`src/rtl/cmd_initiator.sv`:
```
// cmd_initiator: host-side framer for the emulator serial command protocol.
// Sends cmd plus LE args on TX, assembles a LE reply from RX, forwards stray RX.
module cmd_initiator #(
    parameter int MAX_BYTES      = 4,
    parameter int TIMEOUT_CYCLES = 1024
) (
    input  logic                   clk,
    input  logic                   rst,
    input  logic                   req_valid,
    output logic                   req_ready,
    input  logic [7:0]             req_cmd,
    input  logic [8*MAX_BYTES-1:0] req_arg,
    input  logic [2:0]             req_arg_len,
    input  logic [2:0]             req_rsp_len,
    output logic                   tx_valid,
    input  logic                   tx_ready,
    output logic [7:0]             tx_data,
    input  logic                   rx_valid,
    input  logic [7:0]             rx_data,
    output logic                   rsp_valid,
    output logic [8*MAX_BYTES-1:0] rsp_data,
    output logic                   rsp_timeout,
    output logic                   evt_valid,
    output logic [7:0]             evt_data
);

    localparam int TW = $clog2(TIMEOUT_CYCLES);
    localparam logic [2:0] MAXB = 3'(MAX_BYTES);
    localparam logic [TW-1:0] TMO_LAST = TW'(TIMEOUT_CYCLES - 1);

    typedef enum logic [2:0] {
        IDLE,
        SEND_CMD,
        SEND_ARG,
        WAIT_RSP,
        DONE
    } state_t;

    state_t state_q, state_d, after_tx;

    logic [7:0]             cmd_q;
    logic [8*MAX_BYTES-1:0] arg_q;
    logic [2:0]             arg_len_q;
    logic [2:0]             rsp_len_q;
    logic [2:0]             idx_q;
    logic [TW-1:0]          tmo_q;

    logic accept;
    logic arg_fire;
    logic rsp_fire;
    logic last_arg;
    logic last_rsp;
    logic tmo_hit;
    logic stray;

    function automatic logic [2:0] clamp(input logic [2:0] len);
        return (len > MAXB) ? MAXB : len;
    endfunction

    assign req_ready = (state_q == IDLE);
    assign tx_valid  = (state_q == SEND_CMD) || (state_q == SEND_ARG);
    assign rsp_valid = (state_q == DONE);

    assign accept   = req_valid && req_ready;
    assign arg_fire = (state_q == SEND_ARG) && tx_ready;
    assign rsp_fire = (state_q == WAIT_RSP) && rx_valid;
    assign last_arg = (idx_q + 3'd1) == arg_len_q;
    assign last_rsp = (idx_q + 3'd1) == rsp_len_q;
    assign stray    = rx_valid && (state_q != WAIT_RSP);

    // An rx byte in the final idle cycle beats the timeout.
    assign tmo_hit  = !rx_valid && (tmo_q == TMO_LAST);

    assign after_tx = (rsp_len_q != 3'd0) ? WAIT_RSP : DONE;

    always_comb begin
        tx_data = 8'h00;
        unique case (1'b1)
            state_q == SEND_CMD: tx_data = cmd_q;
            state_q == SEND_ARG: tx_data = arg_q[7:0];
            default:             tx_data = 8'h00;
        endcase
    end

    always_comb begin
        state_d = state_q;
        unique case (state_q)
            IDLE: begin
                if (req_valid) state_d = SEND_CMD;
            end
            SEND_CMD: begin
                if (tx_ready) begin
                    state_d = (arg_len_q != 3'd0) ? SEND_ARG : after_tx;
                end
            end
            SEND_ARG: begin
                if (tx_ready && last_arg) state_d = after_tx;
            end
            WAIT_RSP: begin
                if ((rx_valid && last_rsp) || tmo_hit) state_d = DONE;
            end
            DONE:    state_d = IDLE;
            default: state_d = IDLE;
        endcase
    end

    always_ff @(posedge clk or negedge rst) begin
        if (!rst) state_q <= IDLE;
        else      state_q <= state_d;
    end

    always_ff @(posedge clk or negedge rst) begin
        if (!rst) begin
            cmd_q       <= 8'h00;
            arg_q       <= '0;
            arg_len_q   <= 3'd0;
            rsp_len_q   <= 3'd0;
            idx_q       <= 3'd0;
            tmo_q       <= '0;
            rsp_data    <= '0;
            rsp_timeout <= 1'b0;
            evt_valid   <= 1'b0;
            evt_data    <= 8'h00;
        end else begin
            if (accept) begin
                cmd_q       <= req_cmd;
                arg_q       <= req_arg;
                arg_len_q   <= clamp(req_arg_len);
                rsp_len_q   <= clamp(req_rsp_len);
                rsp_data    <= '0;
                rsp_timeout <= 1'b0;
            end

            if (arg_fire) arg_q <= arg_q >> 8;

            if (state_q != state_d) begin
                idx_q <= 3'd0;
            end else if ((arg_fire || rsp_fire) && idx_q < MAXB) begin
                idx_q <= idx_q + 3'd1;
            end

            if (state_q != WAIT_RSP || rx_valid) begin
                tmo_q <= '0;
            end else if (tmo_q != TMO_LAST) begin
                tmo_q <= tmo_q + 1'b1;
            end

            if (rsp_fire) begin
                for (int k = 0; k < MAX_BYTES; k++) begin
                    if (idx_q == 3'(k)) rsp_data[8*k +: 8] <= rx_data;
                end
            end

            if (state_q == WAIT_RSP && tmo_hit) rsp_timeout <= 1'b1;

            evt_valid <= stray;
            if (stray) evt_data <= rx_data;
        end
    end

endmodule

```
`config.mk`:
```
export PLATFORM = sky130hd
export DESIGN_NAME = cmd_initiator
export DESIGN_NICKNAME = d
export VERILOG_FILES = /design/src/rtl/cmd_initiator.sv
export SDC_FILE = /design/constraint.sdc
export NUM_CORES = 1
export LEC_CHECK = 0
export CORE_MARGIN = 5
export CORE_UTILIZATION = 34
export CTS_CLUSTER_DIAMETER = 60
export DETAILED_ROUTE_END_ITERATION = 8
export DONT_BUFFER_PORTS = 1
export PLACE_DENSITY = 0.57
export SYNTH_ARGS = -nofsm -noshare
export SYNTH_HDL_FRONTEND = slang
export SYNTH_SLANG_ARGS = --single-unit
```
`constraint.sdc`:
```
create_clock -name clk -period 1.86 [get_ports clk]
set_input_delay 0.093 -clock clk [delete_from_list [all_inputs] [get_ports clk]]
set_output_delay 0.093 -clock clk [all_outputs]
set_load 0.05 [all_outputs]
```
Word-level counts from Yosys, hierarchy flattened
Index checks and enable logic that the tools add are counted.
{"block": "totals", "regBits": 104, "input_bits": 59, "output_inout_bits": 53, "elab_cells": 75}
{"block": "op_classes", "n_addsub": 2, "n_reduce_logical": 22, "n_mux": 24, "magnitude_cmp": 3, "eq_ne": 13}
{"op": "2-to-1 mux 32 bit", "count": 4}
{"op": "2-to-1 mux 8 bit", "count": 4}
{"op": "2-to-1 mux 3 bit", "count": 10}
{"op": "2-to-1 mux 10 bit", "count": 2}
{"op": "case mux 8 bit (2 select lines)", "count": 1}
{"op": "== test 3 x 2 -> 1 bit (second input constant)", "count": 4}
{"op": "case mux 3 bit (4 select lines)", "count": 1}
{"op": "adder 10 x 1 -> 10 bit (second input constant)", "count": 1}
{"op": "== test 10 bit (second input constant)", "count": 1}
{"op": "!= test 10 bit (second input constant)", "count": 1}
{"op": "logical AND 1 bit", "count": 9}
{"op": "nonzero test 2 bit", "count": 4}
{"op": "== test 3 x 1 -> 1 bit (second input constant)", "count": 2}
{"op": "== test 3 bit", "count": 2}
{"op": "greater-than comparator 3 bit (second input constant)", "count": 2}
{"op": "logical NOT 3 bit", "count": 2}
{"op": "nonzero test 3 bit", "count": 2}
{"op": "logical OR 1 bit", "count": 4}
{"op": "adder 3 x 1 -> 3 bit (second input constant)", "count": 1}
{"op": "== test 3 bit (second input constant)", "count": 1}
{"op": "less-than comparator 3 bit (second input constant)", "count": 1}
{"op": "!= test 3 x 2 -> 1 bit (second input constant)", "count": 1}
{"op": "!= test 3 bit", "count": 1}
{"op": "2-to-1 mux 1 bit", "count": 2}
{"op": "logical NOT 1 bit", "count": 1}

Logic depth before layout (Yosys ltp)
Gate-level depths: netlist of the first run.
{"block": "logic_depth", "depth_word": 8, "mapped_depth": 7, "mapped_depth_nobuf": 6}

Worst setup path before layout of the first run
Ideal clock, no wire load.
{"block": "synth_timing", "path_kind": "reg2reg", "startpoint": "register state_q[2]", "endpoint": "register cmd_q[2]", "path_stages_with_launch": 8, "required_ns": 1.743, "n_path_buf": 3, "period_less_slack_ns": 2.472, "setup_time_ns": 0.117, "arrival_ns": 2.356, "setup_slack_ns": -0.612, "cell_sequence": "dfrtp_1 -> buf_2 -> nor3_1 -> nand2_1 -> buf_2 -> clkbuf_1 -> nand2_1 -> nand2_1"}
{"block": "synth_between", "elab_chain_len": 2}
{"item": "start, declared", "line_no": "39", "source": "state_t state_q, state_d, after_tx;"}
{"item": "start signal, assigned", "line_no": "109", "source": "else state_q <= state_d;"}
{"item": "logical NOT 3 bit", "line_no": "60", "source": "assign req_ready = (state_q == IDLE);"}
{"item": "named net req_ready", "line_no": "10", "source": "output logic req_ready,"}
{"item": "logical AND 1 bit", "line_no": "64", "source": "assign accept = req_valid && req_ready;"}
{"item": "end signal, assigned", "line_no": "126", "source": "cmd_q <= req_cmd;"}
{"item": "end, declared", "line_no": "41", "source": "logic [7:0] cmd_q;"}
The timed path passes the listed nets, and every way through them passes these cells.
A chain may end at the register's enable or synchronous reset.

Final worst setup path of the first run
{"block": "layout_timing", "startpoint": "register idx_q[0]", "endpoint": "register state_q[0]"}
{"block": "layout_between", "elab_chain_len": 6, "elab_cells_between_ends": 9, "classes_between": "add/sub: 1; eq/ne: 2; mux: 3; reduce/logical: 3"}
{"item": "start, declared", "line_no": "45", "source": "logic [2:0] idx_q;"}
{"item": "start signal, assigned", "line_no": "139", "source": "idx_q <= idx_q + 3'd1;"}
{"item": "adder 3 x 1 -> 3 bit (*)", "line_no": "67, 68"}
{"item": "== test 3 bit", "line_no": "68", "source": "assign last_rsp = (idx_q + 3'd1) == rsp_len_q;"}
{"item": "logical AND 1 bit", "line_no": "100", "source": "if ((rx_valid && last_rsp) || tmo_hit) state_d = DONE;"}
{"item": "logical OR 1 bit", "line_no": "100"}
{"item": "2-to-1 mux 3 bit", "line_no": "100"}
{"item": "case mux 3 bit (4 select lines) (*)", "line_no": "87", "source": "unique case (state_q)"}
{"item": "named net state_d[0]", "line_no": "39"}
Mark *: on every way through the listed nets, which the timed path passes. The rest lies on a longest branch.

==> impl_metrics.env, run 1 <==
export IMPL_rsz0062_at_grt="false"
export IMPL_synth_area_leaders="dfrtp_1 (55%), nand2_1 (12%), a22oi_1 (5.1%)"
export IMPL_grt_pass1_vias=3993
export IMPL_grt_max_degree=105
export IMPL_hold_ws_ns=-0.560
export IMPL_post_layout_total_power_mw=10.4
export IMPL_syn_area_per_cell_um2=9.31
export IMPL_critical_path_slowest_cell="dfrtp_2"
export IMPL_place_congestion=0.860
export IMPL_die_area_um2=16500
export IMPL_viasPerCell=5.18
export IMPL_synth_seq_cells=104
export IMPL_ys_warnings_count=0
export IMPL_crit_chain="ha_1, ha_4, xor2_1, nand4_1, a21boi_1, o221ai_1"
export IMPL_post_place_ws_ns=0.0412
export IMPL_synth_top_area_share=0.547
export IMPL_antenna_found_initial=0
export IMPL_htree_levels=3
export IMPL_postCtsHoldBufs=56
export IMPL_syn_nets=576
export IMPL_ios=112
export IMPL_diodes=0
export IMPL_place_hpwl_mm=8.83
export IMPL_yosys_area_top_type="dfrtp_1"
export IMPL_die_y_um=128
export IMPL_num_rows=43
export IMPL_core_um2=13800
export IMPL_grt_overflow_total=0
export IMPL_drt_initial_drc_count=195
export IMPL_track_usage=0.164
export IMPL_crit_type="reg2reg"
export IMPL_wl_per_cell_um=17.5
export IMPL_synth_edf_count=0
export IMPL_fmax_mhz=574
export IMPL_setup_viol_count_final=0
export IMPL_finClkSkew_ns=0.00835
export IMPL_port_buffers=0
export IMPL_cts_tree="done"
export IMPL_syn_inst=511
export IMPL_status="complete, but fails checks"
export IMPL_clock_sinks=104
export IMPL_irDropWorstVdd_v=0.000859
export IMPL_required_ns=2.06
export IMPL_setup_tns_ns=0
export IMPL_yosys_most_used_dff="dfrtp_1"
export IMPL_final_cell_mix="nand2_1 (150), dfrtp_1 (102), dlygate4sd3_1 (56), nand3_1 (39)"
export IMPL_clock_latency_ns=0.35
export IMPL_drc_errors=0
export IMPL_dr_total_vias=3955
export IMPL_drt_pass1_iterations=4
export IMPL_finalMaxSlewViolations=0
export IMPL_synthArstFlopShare=1.00
export IMPL_slew_headroom=0.646
export IMPL_slowest_delay_ns=0.43
export IMPL_numCtsBuffers=9
export IMPL_synthDistinctLibCells=42
export IMPL_drive_gt1_frac=0.134
export IMPL_grt_pass1_wl_mm=21.5
export IMPL_synth_area_um2=4760
export IMPL_final_common_cell="nand2_1"
export IMPL_leakage_nw=2.80
export IMPL_worstSetupStartpointType="register"
export IMPL_powerDensity_nw_per_um2=1720
export IMPL_cts_root_buf="clkbuf_16"
export IMPL_stdcell_count=763
export IMPL_clk_pin_slew_ns=0.07
export IMPL_ys_seq_area_frac=0.547
export IMPL_cp_max_fo=4
export IMPL_violations="hold timing"
export IMPL_numPlacedInstances=687
export IMPL_hold_class="in2async"
export IMPL_fin_nets=643
export IMPL_fin_ws_ns=0.118
export IMPL_syn2layout_area_growth_pct=27.2
export IMPL_routed_wl_mm=13.4
export IMPL_worst_pin_slew_ns=0.530
export IMPL_finalHoldViolCount=104
export IMPL_period_share=0.937
export IMPL_start_util=0.345
export IMPL_ant_nets=0
export IMPL_arrival_ns=1.95
export IMPL_drv_cap=0
export IMPL_end_kind="register"
export IMPL_fp_dieW_um=128
export IMPL_clock_tree_buffer_depth=2
export IMPL_finalCriticalPeriod_ns=1.74
[final cells by class]
type / instances / area [um2]
inverter: 5 / 18.8
sequential: 104 / 2610
clock inverter: 4 / 26.3
timing repair buffer: 92 / 851
fill: 1321 / 7720
multi-input combinational: 366 / 2060
tap: 180 / 225
clock buffer: 12 / 267
[path summary, 6_finish.rpt]
kind,startpoint,end,cells past startpoint,slack (ns)
max in group asynchronous,rst,state_q[0],0,2.19
setup / recovery,idx_q[0],state_q[0],6,0.12
hold / removal,rst,cmd_q[3],0,-0.56
hold reg to reg,arg_q[21],arg_q[21],2,0.48
setup reg to reg,idx_q[0],state_q[0],6,0.12
min in group clk,req_valid,state_q[0],2,0.02
[timing repair]
item,CTS,global route
setup endpoints to repair,0,34
endpoints found under the hold margin,192,104
gates resized for setup,0,16
buffers inserted,0,3
[per-layer routing]
layer | wire, um | global-route usage
met1 | 5840 | 0.214
met2 | 6010 | 0.252
met3 | 1260 | 0.0600
met4 | 244 | 0.0562
met5 | 0 | 0
[state kept, by name, indices dropped and copies added, names as in the netlist]
signal       flops
arg_len_q        3
arg_q           32
cmd_q            8
evt_data         8
evt_valid        1
idx_q            3
rsp_data        32
rsp_len_q        3
rsp_timeout      1
state_q          3
tmo_q           10
[cells by family (layout without fill, tap and decap cells)]
logic type,count (synthesis),in the layout,synth area share
simple gates,255,255,0.240
flops,104,104,0.547
compound gates,81,81,0.109
buf+inv,41,113,0.0374
xor+xnor,12,12,0.0221
mux,12,12,0.0276
fa+ha+maj,6,6,0.0158
[synthesized netlist by cell type, types with 2 or more instances]
master,instances
nor2b_1,3
mux2i_1,3
mux2_2,9
nand2_1,151
buf_2,19
inv_1,5
nor4bb_1,2
nand3b_1,6
xor2_1,7
dfrtp_1,104
nand4_1,5
and3_1,3
a31oi_1,3
o21ai_1,5
ha_1,6
nor3b_1,2
or3_1,2
o21ai_0,31
xnor2_1,5
nand3_1,39
nor3_1,9
and2_0,2
nor2_1,23
and2_1,2
clkbuf_1,17
a22oi_1,32
[through the flow]
step / util / area (um2)
2_1_floorplan: - / 4770
3_3_place_gp: 0.371 / 5100
3_5_place_dp: 0.371 / 5100
4_1_cts: 0.433 / 5960
5_1_grt: 0.439 / 6050
6_report: 0.439 / 6050
[worst max-delay path: cells and delay by family (launching register included)]
family                     cells  cell delay, ns
AOI/OAI and AO/OA              2            0.33
xor gates and xnor gates       1            0.14
adders and majority gates      2            0.53
DFF                            1            0.43
and+or+nand+nor                1            0.17
[power by group]
part | switching [mW] | leakage, nW | internal, mW | total (mW)
combinational | 2.29 | 1.30 | 1.48 | 3.77
sequential | 1.69 | 1.35 | 3.08 | 4.78
clock | 0.825 | 0.145 | 1.02 | 1.84
total | 4.80 | 2.80 | 5.58 | 10.4
No activity file was read; power rests on OpenSTA's default activity.
==> run 2, diff against run 1 <==
--- a/config.mk
+++ b/config.mk
@@ -5,6 +5,7 @@
 export SDC_FILE = /design/constraint.sdc
 export NUM_CORES = 1
 export LEC_CHECK = 0
+export CORE_ASPECT_RATIO = 0.75
 export CORE_MARGIN = 5
 export CORE_UTILIZATION = 34
 export CTS_CLUSTER_DIAMETER = 60
==> run 2 against run 1 <==
The flow still finishes with violations (hold timing). Register-to-register slack about the same. Cell count down 0.39%. Worst setup slack worse by 0.0011 ns. First-iteration DRC count up 33%. Non-clock buffer count up 3. Maximum frequency about the same.
==> impl_metrics.env, run 2 (same netlist as run 1, synthesis figures left out) <==
export IMPL_finalHoldViolCount=104
export IMPL_dpl_cell_area_um2=5120
export IMPL_core_um2=13700
export IMPL_finClkSkew_ns=0.00556
export IMPL_numPlacedInstances=683
export IMPL_status="complete, but fails checks"
export IMPL_cts_root_buf="clkbuf_16"
export IMPL_drt_pass1_iterations=6
export IMPL_slew_headroom=0.643
export IMPL_setup_tns_ns=0
export IMPL_crit_chain="buf_6, buf_4, nor4b_4, buf_4, a22oi_1, nand2_1"
export IMPL_drive_gt1_frac=0.128
export IMPL_fmax_mhz=574
export IMPL_nFillCells=1318
export IMPL_worstSetupStartpointType="register"
export IMPL_violations="hold timing"
export IMPL_ant_nets=0
export IMPL_period_share=0.937
export IMPL_timing_rr_end="arg_q[21]"
export IMPL_drv_cap=0
export IMPL_fin_ws_ns=0.117
export IMPL_finalMaxSlewViolations=0
export IMPL_postCtsHoldBufs=56
export IMPL_clock_sinks=104
export IMPL_leakage_nw=2.80
export IMPL_r2r_setup_slack_ns=0.12
export IMPL_track_usage=0.161
export IMPL_grt_overflow_total=0
export IMPL_stdcell_count=760
export IMPL_critPathTopFamily="buffers and inverters"
export IMPL_routed_wl_mm=13.3
export IMPL_worst_pin_slew_ns=0.535
export IMPL_dr_total_vias=3982
export IMPL_clk_pin_slew_ns=0.07
export IMPL_port_buffers=0
export IMPL_cts_tree="done"
export IMPL_grt_max_degree=105
export IMPL_wl_per_cell_um=17.6
export IMPL_die_y_um=112
export IMPL_hold_ws_ns=-0.552
export IMPL_end_kind="register"
export IMPL_rr_worst_depth=6
export IMPL_hold_class="in2async"
export IMPL_irDropWorstVdd_v=0.000859
export IMPL_final_area_um2=6050
export IMPL_htree_levels=3
export IMPL_drc_errors=0
export IMPL_critical_path_slowest_cell="dfrtp_1"
export IMPL_grt_pass1_wl_mm=21.6
export IMPL_fp_dieW_um=147
export IMPL_cp_max_fo=35
export IMPL_drt_initial_drc_count=260
export IMPL_clock_latency_ns=0.34
export IMPL_setup_viol_count_final=0
export IMPL_diodes=0
export IMPL_powerDensity_nw_per_um2=1730
export IMPL_clock_tree_buffer_depth=2
export IMPL_viasPerCell=5.24
export IMPL_place_congestion=0.844
export IMPL_crit_top_cell="buf_4"
export IMPL_post_place_ws_ns=0.107
export IMPL_crit_reg2reg_launch="state_q[0]"
export IMPL_rsz0062_at_grt="false"
export IMPL_grt_pass1_vias=3995
export IMPL_antenna_found_initial=0
export IMPL_final_common_cell="nand2_1"
export IMPL_ios=112
export IMPL_die_area_um2=16500
export IMPL_fin_nets=646
export IMPL_crit_type="reg2reg"
export IMPL_reg_largest_list="arg_q (32), rsp_data (32), tmo_q (10)"
export IMPL_place_hpwl_mm=9.03
export IMPL_num_rows=37
export IMPL_required_ns=2.14
export IMPL_finalCriticalPeriod_ns=1.74
export IMPL_final_cell_mix="nand2_1 (150), dfrtp_1 (104), dlygate4sd3_1 (56), nand3_1 (39), a22oi_1 (32)"
export IMPL_slowest_delay_ns=0.40
export IMPL_path_buf_inv=3
export IMPL_arrival_ns=2.02
export IMPL_syn2layout_area_growth_pct=27.3
export IMPL_numCtsBuffers=9
export IMPL_start_util=0.347
## run 2: changes by cell type in the layout (fill, tap and decap cells not counted), moves of 2 or more
cell | previous run | this run
clkbuf_8 | 3 | 0
dfrtp_1 | 102 | 104
dfrtp_2 | 2 | 0
buf_6 | 4 | 6
## run 2: timing repair
item,CTS,global route
setup endpoints to repair,0,10
buffers inserted,0,5
endpoints found under the hold margin,192,104
resized for setup,0,10
## run 2: routing by layer
layer / track usage / up-vias / wire length, um
met5: 0 / - / 0
met3: 0.0730 / 20 / 1400
met4: 0.0363 / 0 / 178
met2: 0.234 / 159 / 5740
li1: - / 1870 / -
met1: 0.222 / 1933 / 6020
## run 2: where the power goes
group / internal, mW / leakage, nW / switching [mW]
Clock: 1.04 / 0.135 / 0.817
Combinational: 1.53 / 1.31 / 2.37
Sequential: 3.08 / 1.36 / 1.63
Total: 5.64 / 2.80 / 4.81
## run 2: worst max-delay path by stage
| stage | start | slack, ns | endpoint | cells after the start |
|---|---|---|---|---|
| 5_1_grt | tmo_q[0] | 0.008 | idx_q[1] | 5 |
| 3_3_place_gp | state_q[1] | 0.14 | arg_q[21] | 5 |
| 6_report | state_q[0] | 0.12 | arg_q[21] | 6 |
| 4_1_cts | state_q[1] | 0.06 | tx_data[1] | 6 |
| 2_1_floorplan | state_q[1] | -0.02 | tx_data[0] | 5 |
| 3_5_place_dp | idx_q[0] | 0.11 | idx_q[0] | 6 |
## run 2: cell type report
| class | instances | area, um2 | area share |
|---|---|---|---|
| clock inverter | 5 | 58.8 | 0.00971 |
| inverter | 5 | 18.8 | 0.00310 |
| tap | 175 | 219 | 0.0362 |
| timing repair buffer | 95 | 886 | 0.146 |
| sequential | 104 | 2600 | 0.430 |
| multi-input combinational | 366 | 2040 | 0.337 |
| clock buffer | 10 | 229 | 0.0378 |
## run 2: metrics by stage
step,power (mW),hold WS (ns),utilization
floorplan,7.16,-0.203,-
global placement,8.23,-0.197,0.374
detailed placement,8.31,-0.197,0.374
CTS,10.3,-0.570,0.435
global route,11.1,-0.573,0.442
finish,10.5,-0.552,0.442
